--- config.mk ---
export PLATFORM = sky130hd
export DESIGN_NAME = lynx_bus_ctrl
export DESIGN_NICKNAME = d
export VERILOG_FILES = /design/src/rtl/lynx_bus_pkg.sv /design/src/rtl/lynx_bus_ctrl_cycle_strobe.sv /design/src/rtl/lynx_bus_ctrl.sv
export SDC_FILE = /design/constraint.sdc
export NUM_CORES = 1
export LEC_CHECK = 0
export ABC_AREA = 1
export CAP_MARGIN = 20
export CORE_MARGIN = 5
export CORE_UTILIZATION = 35
export CTS_CLUSTER_DIAMETER = 100
export DETAILED_ROUTE_END_ITERATION = 7
export DONT_BUFFER_PORTS = 1
export PLACE_DENSITY_LB_ADDON = 0.1
export SYNTH_ARGS = -nofsm -noshare
export SYNTH_HDL_FRONTEND = slang
export SYNTH_HIERARCHICAL = 1
export SYNTH_SLANG_ARGS = --single-unit
--- constraint.sdc ---
create_clock -name clock -period 1.3 [get_ports clock]
set_input_delay 0.065 -clock clock [delete_from_list [all_inputs] [get_ports clock]]
set_output_delay 0.065 -clock clock [all_outputs]
set_load 0.02 [all_outputs]
--- src/rtl/lynx_bus_pkg.sv ---
// Shared constants for the Lynx 48K bus glue: port numbers, register bit
// positions and the interrupt FSM state encoding.
package lynx_bus_pkg;

    // Address map and I/O ports
    localparam logic [15:0] ROM_TOP_DEF   = 16'h6000;
    localparam int          INT_LEN_DEF   = 32;
    localparam logic [7:0]  PORT_BANK_DEF = 8'h80;
    localparam logic [7:0]  PORT_VID_DEF  = 8'h82;

    // Bit positions inside the video control register
    localparam int INT_EN  = 6;

    // Bit positions inside the bank register
    localparam int ROM_OFF = 0;   // 1: reads below ROM_TOP come from RAM
    localparam int WR_THRU = 1;   // 1: writes below ROM_TOP reach RAM

    // Frame interrupt pulse generator states
    typedef enum logic {
        INT_IDLE   = 1'b0,
        INT_ACTIVE = 1'b1
    } int_state_t;

endpackage

--- src/rtl/lynx_bus_ctrl_cycle_strobe.sv ---
// One-shot write strobe: fires for a single clock on the first cep clock on
// which a write cycle (req_n=0, wr_n=0) is seen, then stays quiet until the
// request has been observed high again on a cep clock.
module cycle_strobe (
    input  logic clock,
    input  logic reset,
    input  logic req_n,
    input  logic wr_n,
    input  logic cep,
    output logic stb
);

    logic r_armed;
    logic r_stb;

    // Arm while the request is idle; fire once and disarm on a write cycle
    // NOTE: state registers use <= so every flop samples pre-edge values.
    always_ff @(posedge clock or posedge reset) begin
        if (reset) begin
            r_armed <= 1'b1;
            r_stb   <= 1'b0;
        end else begin
            r_stb <= 1'b0;
            if (cep) begin
                if (req_n) begin
                    r_armed <= 1'b1;
                end else if (!wr_n && r_armed) begin
                    r_armed <= 1'b0;
                    r_stb   <= 1'b1;
                end
            end
        end
    end

    assign stb = r_stb;

endmodule

--- src/rtl/lynx_bus_ctrl.sv ---
// Glue between the Z80 wrapper and Lynx 48K memory/I/O: write strobes, bank
// and video control registers, CPU read mux and the vsync frame interrupt.
module lynx_bus_ctrl
    import lynx_bus_pkg::*;
#(
    parameter logic [15:0] ROM_TOP   = ROM_TOP_DEF,
    parameter int          INT_LEN   = INT_LEN_DEF,
    parameter logic [7:0]  PORT_BANK = PORT_BANK_DEF,
    parameter logic [7:0]  PORT_VID  = PORT_VID_DEF
) (
    input  logic        clock,
    input  logic        reset,
    input  logic        cep,
    input  logic        mreq,
    input  logic        iorq,
    input  logic        wr,
    input  logic [15:0] a,
    input  logic [7:0]  cpu_do,
    output logic [7:0]  cpu_di,
    input  logic [7:0]  rom_do,
    input  logic [7:0]  ram_do,
    input  logic [7:0]  key_do,
    output logic [3:0]  key_row,
    output logic        ram_we,
    output logic [7:0]  bank,
    output logic [7:0]  vid,
    input  logic        vsync,
    output logic        int_n
);

    localparam logic [7:0] CNT_LOAD = 8'(INT_LEN - 1);

    logic       w_mem_stb;
    logic       w_io_stb;
    logic       w_below_rom;
    logic       w_vs_edge;
    logic [7:0] w_cpu_di;

    logic [7:0] r_bank;
    logic [7:0] r_vid;
    logic [1:0] r_vs_sync;
    logic       r_vs_prev;
    int_state_t r_int_state;
    logic [7:0] r_cnt;
    logic       r_int_n;

    cycle_strobe u_mem_stb (
        .clock (clock),
        .reset (reset),
        .req_n (mreq),
        .wr_n  (wr),
        .cep   (cep),
        .stb   (w_mem_stb)
    );

    cycle_strobe u_io_stb (
        .clock (clock),
        .reset (reset),
        .req_n (iorq),
        .wr_n  (wr),
        .cep   (cep),
        .stb   (w_io_stb)
    );

    assign w_below_rom = (a < ROM_TOP);

    // RAM is written above ROM, or under ROM when write-through is enabled
    assign ram_we  = w_mem_stb & (~w_below_rom | r_bank[WR_THRU]);
    assign key_row = a[11:8];

    // Capture bank/video port writes; the high address byte is ignored
    always_ff @(posedge clock or posedge reset) begin
        if (reset) begin
            r_bank <= 8'h00;
            r_vid  <= 8'h00;
        end else if (w_io_stb) begin
            if (a[7:0] == PORT_BANK) begin
                r_bank <= cpu_do;
            end else if (a[7:0] == PORT_VID) begin
                r_vid <= cpu_do;
            end
        end
    end

    // CPU read mux; an I/O request takes priority over a memory request
    // NOTE: the default assignment first keeps every path covered, so no latch.
    always_comb begin
        w_cpu_di = 8'hFF;
        if (!iorq) begin
            if (a[7:0] == PORT_BANK) begin
                w_cpu_di = key_do;
            end
        end else if (!mreq) begin
            if (w_below_rom && !r_bank[ROM_OFF]) begin
                w_cpu_di = rom_do;
            end else begin
                w_cpu_di = ram_do;
            end
        end
    end

    assign cpu_di = w_cpu_di;

    // Bring vsync into the clock domain and remember its last value
    always_ff @(posedge clock or posedge reset) begin
        if (reset) begin
            r_vs_sync <= 2'b00;
            r_vs_prev <= 1'b0;
        end else begin
            r_vs_sync <= {r_vs_sync[0], vsync};
            r_vs_prev <= r_vs_sync[1];
        end
    end

    assign w_vs_edge = r_vs_sync[1] & ~r_vs_prev;

    // Frame interrupt: INT_LEN cep ticks low per enabled vsync edge, retriggerable
    always_ff @(posedge clock or posedge reset) begin
        if (reset) begin
            r_int_state <= INT_IDLE;
            r_cnt       <= 8'h00;
            r_int_n     <= 1'b1;
        end else begin
            case (r_int_state)
                INT_IDLE: begin
                    if (w_vs_edge && r_vid[INT_EN]) begin
                        r_int_state <= INT_ACTIVE;
                        r_cnt       <= CNT_LOAD;
                        r_int_n     <= 1'b0;
                    end
                end
                INT_ACTIVE: begin
                    // A fresh edge restarts the pulse regardless of the enable bit
                    if (w_vs_edge) begin
                        r_cnt <= CNT_LOAD;
                    end else if (cep) begin
                        if (r_cnt == 8'h00) begin
                            r_int_state <= INT_IDLE;
                            r_int_n     <= 1'b1;
                        end else begin
                            r_cnt <= r_cnt - 8'h01;
                        end
                    end
                end
                default: begin
                    r_int_state <= INT_IDLE;
                    r_int_n     <= 1'b1;
                end
            endcase
        end
    end

    assign bank  = r_bank;
    assign vid   = r_vid;
    assign int_n = r_int_n;

endmodule
## Word level (Yosys, flattened, before mapping)

Cells that the tools add are included.

| cells by class | value |
|---|---|
| bitwise logic cells | 7 |
| add/subtract/negate cells | 1 |
| reductions and logical operators | 15 |
| muxes and demuxes | 29 |
| $lt $le $gt $ge | 1 |
| equality and inequality tests | 8 |

Operators by type and width:

| kind | number |
|---|---|
| $mux 8 | 8 |
| $mux 1 | 18 |
| $eq 8x8->1 const B | 2 |
| $lt 16x15->1 const B | 1 |
| $pmux 8 s2 | 1 |
| $logic_not 8->1 | 1 |
| $sub 8x1->8 const B | 1 |
| $ne 2x2->1 const B | 3 |
| $ne 3x3->1 const B | 2 |
| $reduce_and 2->1 | 3 |
| $reduce_and 3->1 | 2 |
| $logic_and 1x1->1 | 4 |
| $not 1->1 | 4 |
| $pmux 1 s2 | 2 |
| $reduce_and 4->1 | 1 |
| $reduce_bool 2->1 | 2 |
| $and 1x1->1 | 2 |
| $logic_not 1->1 | 2 |
| $ne 2x1->1 const B | 1 |
| $or 1x1->1 | 1 |

| word-level totals | value |
|---|---|
| register bits | 33 |
| word-level logic and storage cells | 72 |
| input bits | 55 |
| output and inout bits | 30 |

## Logic depth before layout (Yosys ltp)

Gate-level depths: netlist of run 1.

| logic depth | value |
|---|---|
| depth after elaboration | 5 |
| gate-level depth with buffers | 9 |
| mapped depth without buffers | 9 |

## By module

Netlist of run 1, hierarchy kept.

Modules (own cells, without submodules):

| module | times used | sequential area each (um2) | cells each | area each (um2) |
|---|---|---|---|---|
| lynx_bus_ctrl | 1 | 726.9 | 221 | 1694.1 |
| cycle_strobe | 2 | 51.3 | 10 | 85.1 |

## Worst setup path before layout of run 1

Ideal clock, no wire load.

| timing path | value |
|---|---|
| path type | register to register |
| start | register r_cnt[0] |
| end | register r_cnt[3] |
| setup slack | -67 ps |
| path buffers | 1 |
| required time | 1226 ps |
| setup time | 74 ps |
| cell stages (with the launch flop) | 10 |
| period minus slack after synthesis | 1367 ps |
| arrival time | 1293 ps |
| path through | dfrtp_1 -> inv_1 -> ha_1 -> nand3_4 -> nor2_4 -> nand2_2 -> nand3b_4 -> buf_12 -> nand2_1 -> o21ai_2 |

| on the way | value |
|---|---|
| longest elaborated chain between the ends | 5 |
| elaborated cells on any way between the ends | 8 |
| those cells by class | 1 x add/sub; 1 x eq/ne; 4 x mux; 2 x reduce/logical |

Ends and longest elaborated chain:

| element | RTL line | RTL |
|---|---|---|
| from (decl) | lynx_bus_ctrl.sv:44 | `logic [7:0] r_cnt;` |
| from (signal assigned) | lynx_bus_ctrl.sv:141 | `r_cnt <= r_cnt - 8'h01;` |
| $sub 8x1->8 | lynx_bus_ctrl.sv:141 |  |
| $mux 8 | lynx_bus_ctrl.sv:137 | `if (r_cnt == 8'h00) begin` |
| $mux 8 | lynx_bus_ctrl.sv:136 | `end else if (cep) begin` |
| $mux 8 | lynx_bus_ctrl.sv:134 | `if (w_vs_edge) begin` |
| $pmux 8 s2 | lynx_bus_ctrl.sv:124 | `case (r_int_state)` |

Parallel ways exist; a longest one is shown, timed or not. The select of a mux whose other input is x is not followed.
A chain may end at the register's enable or synchronous reset.

## Worst setup path after layout of run 1

| timing path | value |
|---|---|
| start | register r_bank[0] (netlist: bank[0]) |
| end | output cpu_di[1] |

| on the way | value |
|---|---|
| longest elaborated chain between the ends | 5 |

Ends and longest elaborated chain:

| element | RTL line | RTL |
|---|---|---|
| from (decl) | lynx_bus_ctrl.sv:39 | `logic [7:0] r_bank;` |
| from (signal assigned) | lynx_bus_ctrl.sv:78 | `r_bank <= cpu_do;` |
| $logic_not 1->1 | lynx_bus_ctrl.sv:94 | `if (w_below_rom && !r_bank[ROM_OFF]) begin` |
| $logic_and 1x1->1 | lynx_bus_ctrl.sv:94 |  |
| $mux 8 | lynx_bus_ctrl.sv:94 |  |
| $mux 8 | lynx_bus_ctrl.sv:93 | `end else if (!mreq) begin` |
| $mux 8 | lynx_bus_ctrl.sv:89 | `if (!iorq) begin` |
| to (decl) | lynx_bus_ctrl.sv:19 | `output logic [7:0] cpu_di,` |

No other way between the ends.

==> qor.txt, run 1 <==
I/O Buffers -> 0
Gr usage total -> 13.8%
Total Power -> 0.00380 W
CP peak stage delay -> 390 ps
Final setup violation count -> 8
Ys async rst share -> 100%
Clock Root Buffer -> clkbuf_8
Initial antenna violation count -> 0
Final hold vios -> 0
Largest net degree at the start of global routing -> 30
Syn Nets -> 298
Top-Level Pins -> 85
Number of H-tree levels -> 2
Power Dens Cells -> 1530 nW/um2
Buffers & Inverters on Critical Path -> 3
Largest area contributor in the netlist -> dfrtp_1
Area Overhead vs Synth -> 33.0%
Startpoint Class -> flip-flop
Initial Utilization -> 36.3%
Post-route ant nets -> 0
Maximum clock frequency -> 753 MHz
DR vias -> 1589
Clock Sink Count -> 33
Worst VDD drop -> 0.604 mV
Critical R2R Launch -> r_cnt[0]
DR vias/cell -> 4.57
Die Height -> 83.0 um
Deepest clock path buffer count -> 2
Ys flop type -> dfrtp_1
Finished Cell Area -> 2480 um2
Hpwl dp -> 3300 um
Yosys top cell area share -> 40.3%
Tcrit/Tclk final -> 102%
YS warnings -> 6
Critical Path AT -> 1260 ps
Leakage -> 1.18 nW
RePlAce Congestion -> 0.789
Most used cell, CP -> inv_2
Top post-synthesis cells by area -> dfrtp_1 40%, nand2_1 11%, inv_1 9.1%
DRT iter0 DRCs -> 63
Sequential fraction of the synthesis area -> 44.5%
Wire length per cell -> 13.3 um
Die width -> 83.0 um
Final core occ -> 48.2%
WHS -> 130 ps
Relative slew slack -> 71.2%
Layout cell share with drive strength beyond 1 -> 37.1%
Pre-antenna DRT Iters -> 4
Crit path max fanout -> 8
Slew Limit Fails -> 0
Clock latency on the worst-skew pair -> 280 ps
Worst Tran Pin Value -> 431 ps
Max-cap violation count -> 0
Clock transition at path regs -> 70 ps
Worst reg-to-reg setup slack -> 0 ps
Most common cell in the netlist -> nand2_1
# DRC -> 0
Post-synthesis register bit count -> 33
GRT overflow -> 0
Failing checks -> negative setup slack
CTS tree -> yes
Setup ws final -> -27.6 ps
Cells after synthesis -> 241
Post-Route WL -> 4640 um
Fin crit period -> 1330 ps
Die Footprint -> 6890 um2
CTS buffer count -> 5
Mapped Area -> 1860 um2
Critical Path RT -> 1240 ps
Worst Reg-to-Reg Cells -> 9
Worst clock skew -> 6.27 ps
Number of global-route vias before repair -> 1603
Worst Path Class, Setup -> reg -> out
Cell Chain, Critical Path -> inv_2 > nand3_4 > buf_8 > nand2_2 > nand3_2 > o21ai_2 > inv_2
Average size of a mapped cell -> 7.74 um2
Dpl ws -> -93.5 ps
Most frequent cells after synthesis -> 57 x nand2_1, 45 x inv_1, 30 x dfrtp_1
Netlist cell types -> 25
Core box area -> 5140 um2
Outcome -> finished with violations
Slowest-stage cell, CP -> dfrtp_1
FP Rows -> 26
CP top delay family -> flip-flops
Worst min-delay path class -> in -> async
Element type at the critical path end -> output pin
DP Area -> 2050 um2
Layout Nets -> 334
First-pass GRT wire length -> 7840 um
Post-synth EDFFs -> 0
RSZ-0062 raised after global routing -> yes
FF-to-FF End -> r_cnt[7]
Antenna Cells -> 0
==> where the power goes <==
part           switching [W]  internal, W
Combinational       0.000845     0.000691
Sequential          0.000104      0.00119
Clock               0.000397     0.000573
Total                0.00135      0.00245
==> logic make-up after synthesis <==
logic type	after synthesis	synth area share [%]
and+or+nand+nor	112	28.9
buffers and inverters	53	12.7
DFF	33	44.5
adders and majority gates	2	1.34
AOI/OAI and AO/OA	41	12.6
==> cell type report <==
cell class	instances	area [um2]
Fill cell	527	2660
Tap cell	70	87.6
Timing Repair Buffer	36	315
Sequential cell	33	830
Inverter	45	171
Clock inverter	3	46.3
Clock buffer	5	68.8
Multi-Input combinational cell	156	961
==> routing by layer <==
| layer | part of all wire, % | global-route usage [%] |
|---|---|---|
| met2 | 47 | 22.4 |
| met5 | 0 | 0 |
| met1 | 45 | 17.5 |
| met3 | 6.9 | 4.55 |
| met4 | 1.2 | 3.71 |
==> flip-flops by register name (all words and copies together), names as in the netlist <==
| name | cells |
|---|---|
| bank | 8 |
| vid | 8 |
| int_n | 1 |
| r_cnt | 8 |
| u_io_stb/stb | 1 |
| u_io_stb/r_armed | 1 |
| r_vs_sync | 2 |
| r_vs_prev | 1 |
| u_mem_stb/r_armed | 1 |
| r_int_state | 1 |
| u_mem_stb/stb | 1 |
==> worst max-delay path by stage <==
stage / from / to / slack, ps / cells past startpoint
after floorplan: r_cnt[0] / r_cnt[3] / 6 / 9
after global placement: r_cnt[1] / r_cnt[7] / -70 / 9
after detailed placement: r_cnt[1] / r_cnt[7] / -90 / 9
after CTS: bank[0] / cpu_di[5] / -70 / 7
after global routing: bank[0] / cpu_di[4] / -110 / 7
final: bank[0] / cpu_di[1] / -30 / 7
==> worst register-to-register path: stages, from the launching register on <==
cell      delay [ps]
dfrtp_1          390
inv_2            100
ha_4             150
nand3_4           70
nor2_4           120
nand2_4           90
nand3b_4         150
inv_2             50
nand2_2           40
nand2_1           40
==> cells in the final DEF, fill, tap and decap left out, types with 3 or more instances in the layout <==
cell / instances
o21ai_1: 19
dfrtp_1: 30
nand2_2: 16
nor2_2: 9
nand3_2: 9
nand4_1: 4
dlygate4sd3_1: 15
clkbuf_8: 5
nand3_1: 7
inv_1: 32
buf_4: 20
dfstp_2: 3
o21ai_0: 6
o21ai_2: 13
inv_2: 12
nand2_1: 46
nor2_1: 12
==> what timing repair did <==
action,CTS,global route
endpoints found under the hold margin,55,0
gates cloned,1,0
endpoints found under the setup margin,16,16
hold buffers,15,0
pin swaps,19,5
buffers inserted,0,0
gates resized for setup,51,11
==> stage by stage <==
step / cells / TNS, ps
floorplan: 241 / 0
global placement: 324 / -201
detailed placement: 324 / -360
CTS: 348 / -503
global route: 348 / -1240
finish: 348 / -153
No activity file was read; power rests on OpenSTA's default activity.
==> inputs of run 2 (changes only) <==
CELL_PAD_IN_SITES_DETAIL_PLACEMENT = 0   (was unset)
CELL_PAD_IN_SITES_GLOBAL_PLACEMENT = 1   (was unset)
==> run 2 against run 1 <==
The flow still finishes with violations (negative setup slack); non-clock buffer count up 2; sequential power hardly changed; via count up 2.8%; register-to-register slack worse by 20 ps; worst hold slack worse by 11 ps; worst setup slack worse by 60 ps; global-route usage about the same; count of clock-buffer cells in the layout is 1 higher; first-iteration DRC count fell by 35%; cell area rose by 0.76%; die area did not move; utilization increased by 0.37 points; critical path type unchanged; highest routed layer unchanged.
==> qor.txt, run 2 (synthesis gave the netlist of run 1 again) <==
Max-cap violation count -> 0 (unchanged)
Reg area -> 830 um2 (unchanged)
GRT overflow -> 0 (unchanged)
Post-Route WL -> 4810 um (was 4640 um)
Gr usage total -> 13.7% (was 13.8%)
Fillers -> 511 (was 527)
Worst VDD drop -> 0.682 mV (was 0.604 mV)
FP Rows -> 26 (unchanged)
# DRC -> 0 (unchanged)
DR vias -> 1633 (was 1589)
Commonest non-fill, non-tap cell in the layout -> nand2_1 (unchanged)
Wire length per cell -> 13.7 um (was 13.3 um)
Antenna Cells -> 0 (unchanged)
Outcome -> finished with violations (unchanged)
I/O Buffers -> 0 (unchanged)
Die Footprint -> 6890 um2 (unchanged)
Dpl ws -> -93.6 ps (was -93.5 ps)
Die Height -> 83.0 um (unchanged)
WHS -> 119 ps (was 130 ps)
Initial Utilization -> 36.3% (unchanged)
Routed length on met3 -> 417 um (was 319 um)
Crit path max fanout -> 8 (unchanged)
RePlAce Congestion -> 0.784 (was 0.789)
Most frequent cells in the layout -> 45 x nand2_1, 32 x inv_1, 30 x dfrtp_1 (was 46 x nand2_1, 32 x inv_1, 30 x dfrtp_1)
Met1 wire length -> 1910 um (was 2090 um)
Multi-input gate area -> 957 um2 (was 961 um2)
Number of H-tree levels -> 2 (unchanged)
Deepest clock path buffer count -> 2 (unchanged)
Clock transition at path regs -> 70 ps (about the same)
Total Power -> 0.00387 W (was 0.00380 W)
Die width -> 83.0 um (unchanged)
DR WL met2 -> 2430 um (was 2180 um)
Clock latency on the worst-skew pair -> 280 ps (about the same)
Layout Nets -> 336 (was 334)
Top-Level Pins -> 85 (unchanged)
Worst clock skew -> 4.30 ps (was 6.27 ps)
Number of global-route vias before repair -> 1676 (was 1603)
CTS tree -> yes (unchanged)
Hpwl dp -> 3300 um (about the same)
DRT iter0 DRCs -> 41 (was 63)
CTS buffer count -> 5 (unchanged)
Startpoint Class -> flip-flop (unchanged)
Uppermost routed layer -> met4 (unchanged)
Relative slew slack -> 46.1% (was 71.2%)
Post-route ant nets -> 0 (unchanged)
Worst min-delay path class -> in -> async (unchanged)
Slew Limit Fails -> 0 (unchanged)
Initial antenna violation count -> 0 (unchanged)
Worst Path Class, Setup -> reg -> out (unchanged)
DR vias/cell -> 4.67 (was 4.57)
First-pass GRT wire length -> 7830 um (was 7840 um)
RSZ-0062 raised after global routing -> yes (unchanged)
Critical Path RT -> 1240 ps (about the same)
Core box area -> 5140 um2 (unchanged)
Worst Tran Pin Value -> 805 ps (was 431 ps)
Area Overhead vs Synth -> 34.0% (was 33.0%)
Pre-antenna DRT Iters -> 4 (unchanged)
Tcrit/Tclk final -> 107% (was 102%)
Clock Root Buffer -> clkbuf_8 (unchanged)
Element type at the critical path end -> output pin (unchanged)
Maximum clock frequency -> 720 MHz (was 753 MHz)
Layout cell share with drive strength beyond 1 -> 36.8% (was 37.1%)
Fin crit period -> 1390 ps (was 1330 ps)
Power Dens Cells -> 1550 nW/um2 (was 1530 nW/um2)
Final setup violation count -> 9 (was 8)
Final hold vios -> 0 (unchanged)
Leakage -> 1.21 nW (was 1.18 nW)
Clock Sink Count -> 33 (unchanged)
Failing checks -> negative setup slack (unchanged)
Setup ws final -> -88.0 ps (was -27.6 ps)
Critical Path AT -> 1320 ps (was 1260 ps)
Largest net degree at the start of global routing -> 19 (was 30)
## run 2: cell count changes in the layout (fill, tap and decap cells not counted), sizes merged
cell          previous run  this run
dlygate4sd3             15        14
dlymetal6s4s             0         1
clkinv                   1         0
clkbuf                   5         6
buf                     21        23
## run 2: through the flow
stage          instance area (um2)  utilization [%]  cells  TNS, ps
2_1_floorplan                 1880                -    241        0
3_3_place_gp                  2050             40.0    324     -148
3_5_place_dp                  2050             40.0    324     -385
4_1_cts                       2380             46.3    350     -956
5_1_grt                       2500             48.6    350    -1780
6_report                      2500             48.6    350     -644
## run 2: critical path, cell delays in order (launching register included)
cell and delay [ps]:
dfrtp_1 400, inv_2 70, nand3_4 90, buf_8 160, nand2_2 60, nand3_2 60
o21ai_2 110, inv_2 90
## run 2: final cells by class
cell class	count	area share, %
Multi-Input combinational cell	156	38.3
Timing Repair Buffer	38	13.3
Clock buffer	6	3.30
Sequential cell	33	33.2
Inverter	45	6.86
Clock inverter	2	1.50
Tap cell	70	3.51
## run 2: timing repair
item	in CTS	in global routing
pin swaps	6	4
cloned	1	0
resized for setup	25	37
hold buffers	15	0
setup buffers	2	0
endpoints found under the hold margin	56	0
setup endpoints to repair	16	17
## run 2: layer usage
metal,global-route usage (%),up-vias
met5,0,-
met1,15.7,748
met4,4.46,0
li1,-,830
met3,5.35,5
met2,23.5,50
## run 2: worst paths after layout
check                              from            to  slack (ps)  depth (start not counted)
hold reg to reg            r_vs_sync[0]  r_vs_sync[1]         350                          0
setup / recovery                bank[0]     cpu_di[1]         -90                          7
hold / removal                    reset  u_io_stb/stb         120                          2
setup reg to reg               r_cnt[0]      r_cnt[7]         -20                          9
max in group asynchronous         reset         int_n         730                          3
min in group clock                 a[8]    key_row[0]         130                          0
## run 2: where the power goes
group / switching [W] / total (W) / internal [W]
clock network: 0.000405 / 0.00103 / 0.000623
logic: 0.000840 / 0.00154 / 0.000703
registers: 0.000116 / 0.00130 / 0.00119
==> inputs of run 3 (changes only) <==
MAX_ROUTING_LAYER = met4   (was unset)
SKIP_CTS_REPAIR_TIMING = 1   (was unset)
==> run 3 against run 2 <==
The run still ends with negative setup slack left; count of clock-buffer cells in the layout is the same; clock power is essentially flat; first-iteration DRC count grew 49%; largest power group unchanged.
==> qor.txt, run 3 (synthesis gave the netlist of run 1 again) <==
Setup ws final -> -149 ps (was -88.0 ps)
Sw Pwr -> 0.00139 W (was 0.00136 W)
Antenna Cells -> 0 (unchanged)
Worst Reg-to-Reg Cells -> 8 (was 9)
WHS -> 119 ps (about the same)
Worst VDD drop -> 0.694 mV (was 0.682 mV)
Wire length per cell -> 13.4 um (was 13.7 um)
Relative slew slack -> 64.1% (was 46.1%)
I/O Buffers -> 0 (unchanged)
DR vias/cell -> 4.61 (was 4.67)
Die Height -> 83.0 um (unchanged)
Die width -> 83.0 um (unchanged)
DR vias -> 1655 (was 1633)
CP peak stage delay -> 390 ps (was 400 ps)
Most frequent cells in the layout -> 54 x nand2_1, 36 x inv_1, 30 x dfrtp_1 (was 45 x nand2_1, 32 x inv_1, 30 x dfrtp_1)
Fin crit period -> 1450 ps (was 1390 ps)
Total Power -> 0.00402 W (was 0.00387 W)
First-pass GRT wire length -> 7140 um (was 7830 um)
Layout cell share with drive strength beyond 1 -> 29.4% (was 36.8%)
Critical R2R Launch -> r_cnt[0] (unchanged)
Tcrit/Tclk final -> 111% (was 107%)
Worst Tran Pin Value -> 536 ps (was 805 ps)
Post-route ant nets -> 0 (unchanged)
Internal power -> 0.00263 W (was 0.00251 W)
Outcome -> finished with violations (unchanged)
Commonest non-fill, non-tap cell in the layout -> nand2_1 (unchanged)
# DRC -> 0 (unchanged)
Leakage -> 1.22 nW (was 1.21 nW)
Gr usage total -> 12.9% (was 13.7%)
FF-to-FF End -> r_cnt[0] (was r_cnt[7])
CTS buffer count -> 5 (unchanged)
Hpwl dp -> 3300 um (unchanged)
Initial Utilization -> 36.3% (unchanged)
Maximum clock frequency -> 690 MHz (was 720 MHz)
DRT iter0 DRCs -> 61 (was 41)
Number of H-tree levels -> 2 (unchanged)
Clock Root Buffer -> clkbuf_8 (unchanged)
Largest net degree at the start of global routing -> 19 (unchanged)
Slowest-stage cell, CP -> dfrtp_1 (unchanged)
Max-cap violation count -> 0 (unchanged)
Initial antenna violation count -> 0 (unchanged)
Crit path max fanout -> 8 (unchanged)
GRT overflow -> 0 (unchanged)
Final setup violation count -> 14 (was 9)
Flop pwr share -> 32.4% (was 33.6%)
RePlAce Congestion -> 0.794 (was 0.784)
Clock Sink Count -> 33 (unchanged)
Core box area -> 5140 um2 (unchanged)
Area Overhead vs Synth -> 34.0% (about the same)
Deepest clock path buffer count -> 2 (unchanged)
Critical Path RT -> 1240 ps (about the same)
Switch share -> 34.7% (was 35.2%)
Top-Level Pins -> 85 (unchanged)
Startpoint Class -> flip-flop (unchanged)
Final hold vios -> 0 (unchanged)
Failing checks -> negative setup slack (unchanged)
Die Footprint -> 6890 um2 (unchanged)
Clock transition at path regs -> 70 ps (about the same)
Number of global-route vias before repair -> 1541 (was 1676)
Cell Chain, Critical Path -> inv_1 > nand3_2 > buf_6 > nand2_1 > nand3_1 > o21ai_1 > inv_2 (was inv_2 > nand3_4 > buf_8 > nand2_2 > nand3_2 > o21ai_2 > inv_2)
Post-Route WL -> 4800 um (was 4810 um)
Worst Path Class, Setup -> reg -> out (unchanged)
Gate power share -> 42.0% (was 39.8%)
Layout Nets -> 345 (was 336)
Worst min-delay path class -> in -> async (unchanged)
Element type at the critical path end -> output pin (unchanged)
Pre-antenna DRT Iters -> 4 (unchanged)
CTS tree -> yes (unchanged)
Critical Path AT -> 1380 ps (was 1320 ps)
RSZ-0062 raised after global routing -> yes (unchanged)
Clock share of power -> 25.6% (was 26.5%)
Worst clock skew -> 2.78 ps (was 4.30 ps)
Power Dens Cells -> 1610 nW/um2 (was 1550 nW/um2)
Clock latency on the worst-skew pair -> 280 ps (about the same)
Worst reg-to-reg setup slack -> -70 ps (was -20 ps)
Slew Limit Fails -> 0 (unchanged)
FP Rows -> 26 (unchanged)
==> run 3: cell types whose count changed in the layout (fill, tap and decap cells not counted), sizes merged <==
cell          delta
clkinvlp         +1
dlygate4sd3      +2
buf              +8
inv              -1
dlymetal6s4s     -1
==> run 3: cell type report <==
cell class | count | area (um2)
Clock inverter | 2 | 37.5
Timing Repair Buffer | 47 | 415
Fill cell | 519 | 2640
Multi-Input combinational cell | 156 | 872
Clock buffer | 6 | 82.6
Tap cell | 70 | 87.6
Inverter | 45 | 173
Sequential cell | 33 | 830
==> run 3: worst max path at each step <==
stage / from / cells past startpoint / slack, ps / end
final: bank[0] / 7 / -150 / cpu_di[3]
after global routing: bank[0] / 7 / -250 / cpu_di[1]
after CTS: bank[0] / 7 / -240 / cpu_di[3]
after detailed placement: r_cnt[1] / 9 / -90 / r_cnt[7]
after global placement: r_cnt[1] / 9 / -60 / r_cnt[7]
after floorplan: r_cnt[0] / 9 / 6 / r_cnt[3]
==> run 3: power by group through the flow <==
stage	combinational (W)	sequential (W)	clock, W
floorplan	0.000897	0.00135	0
global placement	0.00136	0.00132	0
detailed placement	0.00135	0.00132	0
CTS	0.00136	0.00130	0.00106
global route	0.00189	0.00132	0.00111
finish	0.00169	0.00130	0.00103
==> run 3: per-stage QoR <==
stage                     cells  utilization [%]  setup WS (ps)  cell area (um2)  TNS (ps)
after floorplan             241                -           6.01             1880         0
after global placement      324             40.0          -63.5             2050      -148
after detailed placement    324             40.0          -93.6             2050      -385
after CTS                   332             42.3           -240             2170     -2170
after global routing        359             48.6           -255             2500     -2690
final                       359             48.6           -149             2500     -1280
==> run 3: routing by layer <==
metal | global-route usage (%) | vias to the layer above | part of all wire (%)
li1 | - | 848 | -
met1 | 14.9 | 746 | 42
met2 | 20.6 | 51 | 49
met3 | 4.75 | 10 | 7.7
met4 | 4.75 | 0 | 1.9
met5 | - | - | 0
==> run 3: critical path, delay by kind of cell, from the launching register on <==
family                 cells  cell delay [ps]
and+or+nand+nor            3              270
buffers and inverters      3              320
AOI/OAI and AO/OA          1              130
DFF                        1              390
